File: config.mk
export PLATFORM = sky130hd
export DESIGN_NAME = reg_sel_decoder_flat
export DESIGN_NICKNAME = d
export VERILOG_FILES = /design/src/rtl/reg_sel_decoder_pkg.sv /design/src/rtl/reg_sel_decoder_if.sv /design/src/rtl/reg_sel_decoder_onehot.sv /design/src/rtl/reg_sel_decoder.sv /design/src/flat_wrapper.sv
export SDC_FILE = /design/constraint.sdc
export NUM_CORES = 1
export LEC_CHECK = 0
export CAP_MARGIN = 20
export CORE_MARGIN = 4
export CORE_UTILIZATION = 60
export DETAILED_ROUTE_END_ITERATION = 7
export GPL_TIMING_DRIVEN = 0
export HOLD_SLACK_MARGIN = 0.06
export PLACE_DENSITY = 0.87
export SYNTH_ARGS = -nofsm -noshare
export SYNTH_HDL_FRONTEND = slang
export SYNTH_SLANG_ARGS = --single-unit
File: constraint.sdc
create_clock -name clock -period 5.3 [get_ports clock]
set_input_delay 1.06 -clock clock [delete_from_list [all_inputs] [get_ports clock]]
set_output_delay 1.06 -clock clock [all_outputs]
set_load 0.05 [all_outputs]
File: src/rtl/reg_sel_decoder_pkg.sv
// Shared definitions for the register-select decoder: the decode mode encodings,
// the reserved-mode rule and the sweep FSM states.
package reg_sel_pkg;

    typedef enum logic [1:0] {
        MODE_ONEHOT = 2'b00,
        MODE_THERM  = 2'b01,
        MODE_INV    = 2'b10,
        MODE_RSVD   = 2'b11
    } mode_e;

    typedef enum logic {
        ST_IDLE  = 1'b0,
        ST_SWEEP = 1'b1
    } state_e;

    // The reserved encoding behaves exactly like plain one-hot.
    function automatic mode_e effective_mode(input logic [1:0] raw_mode);
        return (raw_mode == MODE_RSVD) ? MODE_ONEHOT : mode_e'(raw_mode);
    endfunction

endpackage

File: src/rtl/reg_sel_decoder_if.sv
// Request/response bus of the register-select decoder: a valid/ready request
// carrying the select index and mode, and the registered decoded lines.
interface reg_sel_decoder_if #(
    parameter int ADDR_W = 5
);
    localparam int OUT_W = 2 ** ADDR_W;

    logic              in_valid;
    logic              in_ready;
    logic [ADDR_W-1:0] in;
    logic [1:0]        mode;
    logic [OUT_W-1:0]  out;
    logic              out_valid;

    modport master (
        output in_valid,
        output in,
        output mode,
        input  in_ready,
        input  out,
        input  out_valid
    );

    modport slave (
        input  in_valid,
        input  in,
        input  mode,
        output in_ready,
        output out,
        output out_valid
    );

endinterface

File: src/rtl/reg_sel_decoder_onehot.sv
// Purely combinational index-to-one-hot core shared by request decodes and
// sweep steps.
module onehot_decode_core #(
    parameter int ADDR_W = 5
) (
    input  logic [ADDR_W-1:0]      idx,
    output logic [2**ADDR_W-1:0]   lines
);

    always_comb begin
        lines      = '0;
        lines[idx] = 1'b1;
    end

endmodule

File: src/rtl/reg_sel_decoder.sv
// Registered register-select decoder: one-cycle decode of accepted requests
// (one-hot / thermometer / inverted) plus a self-timed one-hot clear sweep.
module reg_sel_decoder
    import reg_sel_pkg::*;
#(
    parameter int ADDR_W    = 5,
    parameter bit ZERO_MASK = 1'b1
) (
    input  logic             clock,
    input  logic             reset_n,
    reg_sel_decoder_if.slave bus,
    input  logic             sweep_start,
    output logic             busy,
    output logic             sweep_done
);

    localparam int OUT_W = 2 ** ADDR_W;

    localparam logic [OUT_W-1:0]  LSB_ONE     = {{(OUT_W-1){1'b0}}, 1'b1};
    localparam logic [OUT_W-1:0]  LINE_MASK   = {{(OUT_W-1){1'b1}}, ~ZERO_MASK};
    localparam logic [ADDR_W-1:0] SWEEP_FIRST = ADDR_W'(ZERO_MASK);
    localparam logic [ADDR_W-1:0] SWEEP_LAST  = '1;

    state_e            state_q, state_d;
    logic [ADDR_W-1:0] cnt_q, cnt_d;
    logic              pending_q, pending_d;
    logic [OUT_W-1:0]  out_q, out_d;
    logic              out_valid_q, out_valid_d;
    logic              busy_q, busy_d;
    logic              sweep_done_q, sweep_done_d;

    logic              accept;
    logic              sweep_load;
    logic [ADDR_W-1:0] step_idx;
    logic [ADDR_W-1:0] core_idx;
    logic [OUT_W-1:0]  raw_lines;
    logic [OUT_W-1:0]  therm_lines;
    logic [OUT_W-1:0]  dec_lines;

    // busy_q is low exactly when idle with no deferred sweep, so it doubles as the
    // "not ready" term; a sweep_start that collides with a request is deferred.
    assign accept     = bus.in_valid && !busy_q;
    assign sweep_load = pending_q || (!busy_q && sweep_start && !bus.in_valid);
    assign step_idx   = sweep_load ? SWEEP_FIRST : cnt_q + ADDR_W'(1);
    assign core_idx   = (sweep_load || state_q == ST_SWEEP) ? step_idx : bus.in;

    onehot_decode_core #(
        .ADDR_W (ADDR_W)
    ) u_core (
        .idx   (core_idx),
        .lines (raw_lines)
    );

    // Shifting the one-hot up and subtracting one fills every line at or below idx.
    assign therm_lines = {raw_lines[OUT_W-2:0], 1'b0} - LSB_ONE;

    always_comb begin
        unique case (effective_mode(bus.mode))
            MODE_THERM: dec_lines = therm_lines;
            MODE_INV:   dec_lines = ~raw_lines;
            default:    dec_lines = raw_lines;
        endcase
    end

    always_comb begin
        // NOTE: every _d gets a default first so no path through this block infers a latch.
        state_d      = state_q;
        cnt_d        = cnt_q;
        pending_d    = 1'b0;
        out_d        = '0;
        out_valid_d  = 1'b0;
        busy_d       = 1'b0;
        sweep_done_d = 1'b0;

        unique case (state_q)
            ST_IDLE: begin
                if (sweep_load) begin
                    state_d      = ST_SWEEP;
                    cnt_d        = SWEEP_FIRST;
                    out_d        = raw_lines;
                    out_valid_d  = 1'b1;
                    busy_d       = 1'b1;
                    sweep_done_d = (SWEEP_FIRST == SWEEP_LAST);
                end else if (accept) begin
                    out_d       = dec_lines;
                    out_valid_d = 1'b1;
                    pending_d   = sweep_start;
                    busy_d      = sweep_start;
                end
            end
            ST_SWEEP: begin
                // The counter parks on the last line instead of wrapping.
                if (cnt_q != SWEEP_LAST) begin
                    cnt_d        = step_idx;
                    out_d        = raw_lines;
                    out_valid_d  = 1'b1;
                    busy_d       = 1'b1;
                    sweep_done_d = (step_idx == SWEEP_LAST);
                end else begin
                    state_d = ST_IDLE;
                end
            end
        endcase

        out_d = out_d & LINE_MASK;
    end

    // NOTE: non-blocking assignments so every flop samples the pre-edge values.
    always_ff @(posedge clock or negedge reset_n) begin
        if (!reset_n) begin
            state_q      <= ST_IDLE;
            cnt_q        <= '0;
            pending_q    <= 1'b0;
            out_q        <= '0;
            out_valid_q  <= 1'b0;
            busy_q       <= 1'b0;
            sweep_done_q <= 1'b0;
        end else begin
            state_q      <= state_d;
            cnt_q        <= cnt_d;
            pending_q    <= pending_d;
            out_q        <= out_d;
            out_valid_q  <= out_valid_d;
            busy_q       <= busy_d;
            sweep_done_q <= sweep_done_d;
        end
    end

    assign bus.out       = out_q;
    assign bus.out_valid = out_valid_q;
    assign bus.in_ready  = !busy_q;
    assign busy          = busy_q;
    assign sweep_done    = sweep_done_q;

endmodule

File: src/flat_wrapper.sv
// flat-port wrapper written by rule: the top's interface ports become plain ports
module reg_sel_decoder_flat import reg_sel_pkg::*;
#(
    parameter int ADDR_W    = 5,
    parameter bit ZERO_MASK = 1'b1
)
  (clock, reset_n, sweep_start, busy, sweep_done, bus_in_valid, bus_in, bus_mode, bus_in_ready, bus_out, bus_out_valid);
  reg_sel_decoder_if #(.ADDR_W(ADDR_W)) bus_i ();
  input  logic clock;
  input  logic reset_n;
  input  logic sweep_start;
  output logic busy;
  output logic sweep_done;
  input wire logic [$bits(bus_i.in_valid)-1:0] bus_in_valid;
  input wire logic [$bits(bus_i.in)-1:0] bus_in;
  input wire logic [$bits(bus_i.mode)-1:0] bus_mode;
  output wire logic [$bits(bus_i.in_ready)-1:0] bus_in_ready;
  output wire logic [$bits(bus_i.out)-1:0] bus_out;
  output wire logic [$bits(bus_i.out_valid)-1:0] bus_out_valid;
  assign bus_i.in_valid = bus_in_valid;
  assign bus_i.in = bus_in;
  assign bus_i.mode = bus_mode;
  assign bus_in_ready = bus_i.in_ready;
  assign bus_out = bus_i.out;
  assign bus_out_valid = bus_i.out_valid;
  reg_sel_decoder #(.ADDR_W(ADDR_W), .ZERO_MASK(ZERO_MASK)) u_core (.clock(clock), .reset_n(reset_n), .bus(bus_i), .sweep_start(sweep_start), .busy(busy), .sweep_done(sweep_done));
endmodule
# [After elaboration in Yosys (flattened, before gate mapping)]
# Index checks and enable logic that the tools add are counted.
# W data, S select, Z words.
[word_totals] ff_bits=41 input_bits=11 out_inout_bits=36 elab_cells=55
[classes] addsub=2 order_cmp=2 n_eq_ne=7 mux=26 n_bitwise=2 n_reduce_logical=9
[op_table] cell="$pmux W32 S2" n=2
[op_table] cell="$mux W32" n=3
[op_table] cell="$not A32 Y32" n=1
[op_table] cell="$sub A32 B1 Y32 const B" n=1
[op_table] cell="$mux W5" n=4
[op_table] cell="$mux W1" n=10
[op_table] cell="$pmux W5 S2" n=1
[op_table] cell="$pmux W1 S2" n=4
[op_table] cell="$lt A5 B6 Y1 const B" n=1
[op_table] cell="$add A5 B1 Y5 const B" n=1
[op_table] cell="$demux W1 S5" n=1
[op_table] cell="$eq A5 B5 Y1 const B" n=1
[op_table] cell="$ge A5 B1 Y1 const B" n=1
[op_table] cell="$ne A5 B5 Y1 const B" n=1
[op_table] cell="$eq A2 B2 Y1 const B" n=2
[op_table] cell="$logic_and A1 B1 Y1" n=4
[op_table] cell="$eq A2 B1 Y1 const B" n=1
[op_table] cell="$logic_not A1 Y1" n=2
[op_table] cell="$logic_or A1 B1 Y1" n=2
[op_table] cell="$mux W2" n=1
[op_table] cell="$ne A2 B1 Y1 const B" n=1
[op_table] cell="$ne A2 B2 Y1 const B" n=1
[op_table] cell="$reduce_and A2 Y1" n=1
[op_table] cell="$not A1 Y1" n=1

# [Longest topological paths before layout]
# Gate-level depths: netlist of the first run.
[depth] ltp_word=15 ltp_mapped=16 ltp_nobuf=15

# [Modules after synthesis]
# Synthesis of the first run repeated with hierarchy kept, for this count alone.
[unflattened] cells_unflattened=344 area_unflattened_um2=2837.7
[modules_own_cells] module="reg_sel_decoder" n_inst=1 cells_each=297 area_per_inst_um2=2623.8 seq_area_each_um2=1026.0
[modules_own_cells] module="onehot_decode_core" n_inst=1 cells_each=47 area_per_inst_um2=214.0 seq_area_each_um2=0.0

# [Least setup slack after synthesis of the first run]
# OpenSTA, ideal clock, no wires.
[synth_path] path_type="flip-flop to flip-flop" startpoint="reg u_core.cnt_q[0]" endpoint="reg u_core.out_q[31] (netlist: u_core.bus.out[31])" setup_ns=0.086 arrival_ns=3.537 required_ns=5.214 path_slack_ns=1.677 stages_incl_launch_ff=17 path_buffers=1 synth_period_minus_slack_ns=3.623 cell_sequence="dfrtp_1 -> ha_1 -> and3_1 -> ha_1 -> nor2_1 -> a21oi_1 -> o21ai_0 -> nand2_1 -> ha_1 -> clkbuf_1 -> inv_1 -> a21oi_1 -> a41o_2 -> a31oi_1 -> nor3_2 -> a211o_1 -> a32oi_1"
[synth_between] elab_chain_len=12 word_cells_on_any_way=16 cone_classes="2 x add/sub; 2 x order compare; 1 x eq/ne; 9 x mux; 1 x bitwise; 1 x reduce/logical"
[synth_rtl] element="start, declared" line="reg_sel_decoder.sv:25" source="logic [ADDR_W-1:0] cnt_q, cnt_d;"
[synth_rtl] element="start signal, assigned" line="reg_sel_decoder.sv:120" source="cnt_q <= cnt_d;"
[synth_rtl] element="$add A5 B1 Y5" line="reg_sel_decoder.sv:44" source="assign step_idx = sweep_load ? SWEEP_FIRST : cnt_q + ADDR_W'(1);"
[synth_rtl] element="$mux W5" line="reg_sel_decoder.sv:44"
[synth_rtl] element="$mux W5" line="reg_sel_decoder.sv:45" source="assign core_idx = (sweep_load || state_q == ST_SWEEP) ? step_idx : bus.in;"
[synth_rtl] element="$lt A5 B6 Y1 (not written as such) or $ge A5 B1 Y1 (tied branches)" line="reg_sel_decoder_onehot.sv:12" source="lines[idx] = 1'b1;"
[synth_rtl] element="$logic_and A1 B1 Y1 (not written as such)" line="reg_sel_decoder_onehot.sv:12"
[synth_rtl] element="$mux W1 (not written as such)" line="reg_sel_decoder_onehot.sv:12"
[synth_rtl] element="$demux W1 S5" line="reg_sel_decoder_onehot.sv:12"
[synth_rtl] element="$sub A32 B1 Y32 or $not A32 Y32 (tied branches)" line="reg_sel_decoder.sv:55, reg_sel_decoder.sv:60"
[synth_rtl] element="$pmux W32 S2" line="reg_sel_decoder.sv:58" source="unique case (effective_mode(bus.mode))"
[synth_rtl] element="$mux W32" line="reg_sel_decoder.sv:84" source="end else if (accept) begin"
[synth_rtl] element="$mux W32" line="reg_sel_decoder.sv:77" source="if (sweep_load) begin"
[synth_rtl] element="$pmux W32 S2 *" line="reg_sel_decoder.sv:75" source="unique case (state_q)"
[synth_rtl] element="named net u_core.out_d[31]" line="reg_sel_decoder.sv:27" source="logic [OUT_W-1:0] out_q, out_d;"
[synth_rtl] element="end signal, assigned" line="reg_sel_decoder.sv:122" source="out_q <= out_d;"
[synth_rtl] element="end, declared" line="reg_sel_decoder.sv:27"
# The timed path passes the listed nets; every way through them passes the cells marked *.
# A chain may end at the register's enable or synchronous reset.

# [Worst setup path in the final report of the first run]
[layout_path] startpoint="in sweep_start" endpoint="reg u_core.out_q[31] (netlist: u_core.bus.out[31])"
[layout_between] elab_chain_len=14 word_cells_on_any_way=18 cone_classes="1 x add/sub; 2 x order compare; 9 x mux; 1 x bitwise; 5 x reduce/logical"
[layout_rtl] element="start, declared" line="flat_wrapper.sv:11" source="input logic sweep_start;"
[layout_rtl] element="$logic_and A1 B1 Y1 * (2 in series)" line="reg_sel_decoder.sv:43" source="assign sweep_load = pending_q || (!busy_q && sweep_start && !bus.in_valid);"
[layout_rtl] element="$logic_or A1 B1 Y1 *" line="reg_sel_decoder.sv:43"
[layout_rtl] element="$mux W5 or $logic_or A1 B1 Y1 (tied branches)" line="reg_sel_decoder.sv:44, reg_sel_decoder.sv:45"
[layout_rtl] element="$mux W5" line="reg_sel_decoder.sv:45"
[layout_rtl] element="$lt A5 B6 Y1 (not written as such) or $ge A5 B1 Y1 (tied branches)" line="reg_sel_decoder_onehot.sv:12"
[layout_rtl] element="$logic_and A1 B1 Y1 (not written as such)" line="reg_sel_decoder_onehot.sv:12"
[layout_rtl] element="$mux W1 (not written as such)" line="reg_sel_decoder_onehot.sv:12"
[layout_rtl] element="$demux W1 S5" line="reg_sel_decoder_onehot.sv:12"
[layout_rtl] element="$sub A32 B1 Y32 or $not A32 Y32 (tied branches)" line="reg_sel_decoder.sv:55, reg_sel_decoder.sv:60"
[layout_rtl] element="$pmux W32 S2" line="reg_sel_decoder.sv:58"
[layout_rtl] element="$mux W32" line="reg_sel_decoder.sv:84"
[layout_rtl] element="$mux W32" line="reg_sel_decoder.sv:77"
[layout_rtl] element="$pmux W32 S2 *" line="reg_sel_decoder.sv:75"
[layout_rtl] element="named net u_core.out_d[31]" line="reg_sel_decoder.sv:27"
# Marks and branches as above.

==> results.yml, run 1 <==
pwr:
  p_per_area_mw_per_mm2: 674
  swShare_pct: 55.0
  vdd_drop_max_v: 0.000390
  combPwrFrac_pct: 75.4
  intPower_mw: 1.17
  power_switching_mw: 1.42
  seq_power_share_pct: 16.4
  p_leak_nw: 1.58
  finalPower_mw: 2.59
  p_clk_share_pct: 8.2
clocking:
  cts_num_sinks: 41
  cts_made_buffers: 5
  clkLatencyLatePin_ns: 0.30
  cts_buffer_depth: 2
  ctsHoldBuffers: 0
  cts_resized: 0
  postCtsSetupRepairBufs: 0
  clk_pin_slew_ns: 0.08
  cts_htree_levels: 2
  root_buffer: "clkbuf_8"
  cts_tree: "built"
job:
  maxCapViolations: 0
hold_path:
  min_from: "u_core.cnt_q[4]$_DFFE_PN0P_"
  min_to: "u_core.cnt_q[4]$_DFFE_PN0P_"
  min_delay_path_depth: 2
  hp-class: "reg2reg"
drt:
  wl_per_cell_um: 20.2
  viasPerCell: 6.72
  vias: 3333
  first_pass_iters: 6
  drt_iter0_markers: 413
  drc: 0
  ant_nets: 0
  routed_wl_um: 10000
setup_path:
  path_class: "in2reg"
  critPathMaxFanout: 10
  cp_data_required_time_ns: 5.50
  slowest_stage: "nor3b_1"
  cp.arrival_ns: 5.10
  worst-path-buf-inv: 4
  cpPeakStageDelay_ns: 0.55
  rr_worst_depth: 16
  r2r_end: "u_core.bus.out[31]$_DFF_PN0_"
  reg2reg_slack_ns: 0.77
  crit_chain: "clkdlybuf4s50_1, nor3b_1, nor2_1, clkbuf_1, nand2_1, nand2_1, ha_1, clkbuf_1, inv_1, a21oi_1, a41o_2, a31oi_1, nor3_2, a211o_1, a32oi_1"
  worst_setup_path_end_kind: "register"
  worstReg2RegStart: "u_core.cnt_q[0]$_DFFE_PN0P_"
  startpoint_type: "input pin"
  cp-startpoint: "sweep_start"
  crit_family: "simple AND/OR/NAND/NOR gates"
yosys:
  synth-edff-count: 0
  yosys.area_share.simple_pct: 22.0
  yosysWarningCount: 0
  synth_top_family_by_area: "compound AO/OA/AOI/OAI gates"
  synth_fa_ha_area_share_pct: 1.94
  synth_compound_area_share_pct: 29.3
  avgSynthCellArea_um2: 8.61
  synthDistinctLibCells: 76
  yosysTopAreaCellShare_pct: 31.9
  yosysTopAreaCell: "dfrtp_1"
  ys_seq_area_share_pct: 31.9
  syn_inst: 374
  synth.most_common_cell: "nand2_1"
  synth_xor_area_share_pct: 3.30
  netlist_area_mm2: 0.00322
  synth_nets: 390
  synth-main-ff-cell: "dfrtp_1"
  async_flop_share_pct: 100
  synth_area_leaders: "dfrtp_1 32%, nand2_1 6.6%, a21oi_1 4.0%"
  ys_top_cells_by_count: "57 x nand2_1, 41 x dfrtp_1, 28 x nor2_1, 26 x a21oi_1, 25 x o21ai_0"
  synth_seq_cells: 41
  muxShareOfSynthArea_pct: 3.81
layout:
  final_nets: 442
  syn_to_final_growth_pct: 19.3
  drive_gt1_share_pct: 12.7
  n_antenna_cell: 0
floorplan:
  die_w_um: 81.3
  core_mm2: 0.00514
  num_io_pins: 47
  die_y_um: 81.3
  rows: 26
  dieArea_mm2: 0.00660
  start_util_pct: 62.7
placed_design:
  io_buffers: 45
  hpwl_um: 7500
  place_congestion: 1.03
sta:
  fmax_ghz: 0.204
  setup_viol: 0
  fin_skew_ns: 0.00867
  tightest_slew_ns: 0.883
  rsz0062_at_grt: "false"
  post-route-period-util_pct: 92.5
  fin_tns_setup_ns: 0
  fin_crit_ns: 4.90
  slew_headroom_pct: 40.5
  report.final.slew_viol_count: 0
  hold_viol_final: 0
global_routing:
  grt_pass1_vias: 3185
  grt_pass1_wl_um: 16300
  grt_max_degree: 42
  track_usage_pct: 32.1
  antenna_found_initial: 0
  grt_overflow: 0
run_status:
  status: "finished, final reports clean"
==> power by group through the flow <==
| stage | sequential, mW | clock (mW) | combinational (mW) |
|---|---|---|---|
| floorplan | 0.620 | 0 | 1.20 |
| global placement | 0.426 | 0 | 1.86 |
| detailed placement | 0.430 | 0 | 1.87 |
| CTS | 0.424 | 0.214 | 1.89 |
| global route | 0.434 | 0.227 | 2.05 |
| finish | 0.425 | 0.213 | 1.95 |
==> state kept, by name (all words and copies together) (netlist names) <==
signal / cells
u_core.bus.out: 31
u_core.cnt_q: 5
u_core.bus.out_valid: 1
u_core.busy: 1
u_core.pending_q: 1
u_core.state_q: 1
u_core.sweep_done: 1
==> cell usage in the layout (no fill, tap or decap), types with 3 or more instances in the layout <==
cell type and n:
o22ai_1 9, nand3_1 5, clkbuf_1 7, buf_2 8, inv_1 11, o211ai_1 4, dfrtp_1 41, a211o_1 3
nor3b_1 7, nand3b_1 3, clkdlybuf4s50_1 44, a21o_1 3, o21a_1 3, mux2i_1 10, or3_1 3, buf_6 4
a21oi_1 26, clkbuf_8 12, a21boi_0 3, xnor2_1 7, o32ai_1 3, o21ai_0 25, and3_1 5, nor3_1 9
a32oi_1 3, nand2_1 57, and3b_1 3, a221oi_1 3, ha_1 5, a211oi_1 5, nor2_1 28, nor3_2 3
==> stage by stage <==
step	util (%)	setup WS (ns)	instances	hold slack (ns)	cell area [um2]
6_report	74.8	0.400	496	0.581	3840
5_1_grt	74.8	0.304	496	0.621	3840
4_1_cts	74.8	0.607	496	0.583	3840
3_5_place_dp	73.0	0.321	489	0.560	3750
3_3_place_gp	73.1	0.349	489	0.525	3760
2_1_floorplan	-	1.68	374	0.507	3220
==> worst max path at each step <==
| stage | endpoint | slack (ns) | depth (start not counted) |
|---|---|---|---|
| 4_1_cts | u_core.bus.out[31]$_DFF_PN0_ | 0.61 | 15 |
| 6_report | u_core.bus.out[31]$_DFF_PN0_ | 0.40 | 15 |
| 3_3_place_gp | u_core.bus.out[31]$_DFF_PN0_ | 0.35 | 15 |
| 2_1_floorplan | u_core.bus.out[31]$_DFF_PN0_ | 1.68 | 16 |
| 3_5_place_dp | u_core.bus.out[31]$_DFF_PN0_ | 0.32 | 15 |
| 5_1_grt | u_core.bus.out[31]$_DFF_PN0_ | 0.30 | 15 |
==> per-layer routing <==
layer | GRT usage [%] | wire length (um) | vias to the layer above
met5 | 0 | 0 | -
met4 | 12.0 | 355 | 0
met3 | 6.21 | 960 | 48
met2 | 51.2 | 4540 | 230
met1 | 43.1 | 4140 | 1571
li1 | - | - | 1484
==> cell families (layout without fill, tap and decap cells) <==
group,count (synthesis),in the layout
AOI/OAI and AO/OA,127,127
and+or+nand+nor,140,140
xor gates and xnor gates,10,10
other,1,1
buffers and inverters,38,90
adders and majority gates,5,5
DFF,41,41
muxes,12,12
==> worst register-to-register path, cell delays in order (launching register included) <==
cell and delay, ns:
dfrtp_1 0.47, ha_1 0.31, and3_1 0.21, ha_1 0.37
nor2_1 0.23, a21oi_1 0.22, o21ai_0 0.42, nand2_1 0.21
ha_1 0.26, clkbuf_1 0.23, inv_1 0.16, a21oi_1 0.07
a41o_2 0.24, a31oi_1 0.41, nor3_2 0.14, a211o_1 0.28
a32oi_1 0.20
==> layout make-up <==
type | instances | area, um2
multi-input combinational | 295 | 1940
fill | 412 | 1300
sequential | 41 | 1030
timing repair buffer | 45 | 445
buffer | 27 | 209
tap | 70 | 87.6
clock buffer | 6 | 82.6
inverter | 11 | 41.3
clock inverter | 1 | 7.51
(Power assumes the default switching activity.)
==> run 2, diff against run 1 <==
--- a/config.mk
+++ b/config.mk
@@ -7,11 +7,11 @@
 export LEC_CHECK = 0
 export CAP_MARGIN = 20
 export CORE_MARGIN = 4
-export CORE_UTILIZATION = 60
+export CORE_UTILIZATION = 50
 export DETAILED_ROUTE_END_ITERATION = 7
 export GPL_TIMING_DRIVEN = 0
 export HOLD_SLACK_MARGIN = 0.06
-export PLACE_DENSITY = 0.87
+export PLACE_DENSITY = 0.77
 export SYNTH_ARGS = -nofsm -noshare
 export SYNTH_HDL_FRONTEND = slang
 export SYNTH_SLANG_ARGS = --single-unit
==> constraint.sdc (replaced) <==
create_clock -name clock -period 4.4 [get_ports clock]
set_input_delay 0.88 -clock clock [delete_from_list [all_inputs] [get_ports clock]]
set_output_delay 0.88 -clock clock [all_outputs]
set_load 0.05 [all_outputs]
==> results.yml, run 2 (same netlist as run 1, synthesis figures left out) <==
run_status:
  status: "finished, final reports clean"
hold_path:
  min_delay_path_depth: 2
  min_from: "u_core.cnt_q[4]$_DFFE_PN0P_"
  hp-class: "reg2reg"
  min_to: "u_core.cnt_q[4]$_DFFE_PN0P_"
drt:
  drc: 0
  first_pass_iters: 5
  vias: 3192
  drt_iter0_markers: 263
  routed_wl_um: 9920
  viasPerCell: 6.37
  ant_nets: 0
  wl_per_cell_um: 19.8
setup_path:
  worstReg2RegStart: "u_core.cnt_q[0]$_DFFE_PN0P_"
  r2r_end: "u_core.bus.out[29]$_DFF_PN0_"
  slowest_stage: "clkdlybuf4s50_1"
  path_common_cell: "nand2_1"
  cp.arrival_ns: 4.36
  crit_chain: "clkdlybuf4s50_1, or3b_2, nand2_1, buf_2, nor2_1, nand2_1, ha_1, o31ai_4, nor3_2, mux2_2, o21ai_0"
  critPathMaxFanout: 10
  cpPeakStageDelay_ns: 0.51
  reg2reg_slack_ns: 0.36
  cp_data_required_time_ns: 4.61
  path_class: "in2reg"
  worst_setup_path_end_kind: "register"
  rr_worst_depth: 12
  startpoint_type: "input pin"
sta:
  fin_skew_ns: 0.00591
  rsz0062_at_grt: "false"
  setup_viol: 0
  hold_viol_final: 0
  slew_headroom_pct: 38.8
  tightest_slew_ns: 0.909
  report.final.slew_viol_count: 0
  post-route-period-util_pct: 94.2
  fmax_ghz: 0.241
  fin_crit_ns: 4.15
clocking:
  cts_num_sinks: 41
  clkLatencyLatePin_ns: 0.30
  cts_tree: "built"
  clk_pin_slew_ns: 0.08
  root_buffer: "clkbuf_8"
  ctsHoldBuffers: 0
  cts_htree_levels: 2
  cts_buffer_depth: 2
  cts_made_buffers: 5
layout:
  final_core_util_pct: 63.9
  drive_gt1_share_pct: 14.1
  final_nets: 441
  final_area_mm2: 0.00390
  syn_to_final_growth_pct: 21.0
  layout_commonest_cell: "nand2_1"
  n_antenna_cell: 0
  largest_reg_flops: 31
  layout_common_cells: "57 x nand2_1, 44 x clkdlybuf4s50_1, 41 x dfrtp_1, 28 x nor2_1, 25 x a21oi_1"
job:
  maxCapViolations: 0
floorplan:
  num_io_pins: 47
  die_y_um: 88.3
  core_mm2: 0.00610
  dieArea_mm2: 0.00779
  die_w_um: 88.3
  start_util_pct: 52.8
  rows: 28
placed_design:
  postPlaceCellArea_mm2: 0.00376
  place_congestion: 0.970
  io_buffers: 45
  hpwl_um: 7390
global_routing:
  grt_max_degree: 42
  grt_pass1_wl_um: 16300
  track_usage_pct: 27.1
  grt_overflow: 0
  antenna_found_initial: 0
  grt_pass1_vias: 3150
pwr:
  p_leak_nw: 1.60
  p_per_area_mw_per_mm2: 818
  vdd_drop_max_v: 0.000404
-- run 2: changes by cell type in the layout (fill, tap and decap cells not counted), sizes merged --
cell	previous run	this run
bufinv	0	1
clkbuf	20	19
-- run 2: cell type report --
class                      instances  area, um2
multi-input combinational        295       1960
sequential                        41       1030
tap                               75       93.8
buffer                            26        206
fill                             541       2200
clock inverter                     2       37.5
inverter                          11       41.3
clock buffer                       6       82.6
timing repair buffer              45        445
-- run 2: how the worst max path moves through the flow --
stage,startpoint,endpoint,slack [ns],cells after the start
global placement,sweep_start,u_core.bus.out[31]$_DFF_PN0_,-0.39,15
floorplan,u_core.cnt_q[0]$_DFFE_PN0P_,u_core.bus.out[31]$_DFF_PN0_,0.78,16
CTS,u_core.cnt_q[0]$_DFFE_PN0P_,u_core.bus.out[31]$_DFF_PN0_,0.04,16
global route,sweep_start,u_core.bus.out[31]$_DFF_PN0_,0.09,14
detailed placement,sweep_start,u_core.bus.out[31]$_DFF_PN0_,-0.39,15
finish,sweep_start,u_core.bus.out[29]$_DFF_PN0_,0.25,11
-- run 2: critical path: cells and delay by family --
family | cells | cell delay, ns
compound gates | 2 | 0.42
fa+ha+maj | 1 | 0.40
simple gates | 5 | 1.43
buf+inv | 2 | 0.83
mux | 1 | 0.39
-- run 2: through the flow --
stage / power [mW] / worst slack [ns] / cells / hold WS, ns / setup TNS [ns]
2_1_floorplan: 2.19 / 0.777 / 374 / 0.507 / 0
3_3_place_gp: 2.78 / -0.387 / 494 / 0.525 / -1.20
3_5_place_dp: 2.78 / -0.389 / 494 / 0.536 / -1.15
4_1_cts: 3.12 / 0.0351 / 502 / 0.554 / 0
5_1_grt: 3.39 / 0.0940 / 501 / 0.590 / 0
6_report: 3.19 / 0.254 / 501 / 0.551 / 0
-- run 2: metal layers --
layer	vias up	wire length [um]	track usage [%]
met4	0	286	9.75
met3	32	837	4.00
li1	1485	-	-
met5	-	0	0
met2	177	4450	42.8
met1	1498	4340	37.9
-- run 2: where the power goes --
part	total, mW	internal (mW)	switching [mW]
Clock	0.322	0.185	0.137
Combinational	2.36	0.825	1.53
Sequential	0.508	0.466	0.0420
-- run 2: what timing repair did --
action,CTS,global route
gates cloned,0,0
gates resized for setup,1,6
buffers inserted,0,0
hold endpoints to repair,0,0
pin swaps,0,0
endpoints found under the setup margin,1,6
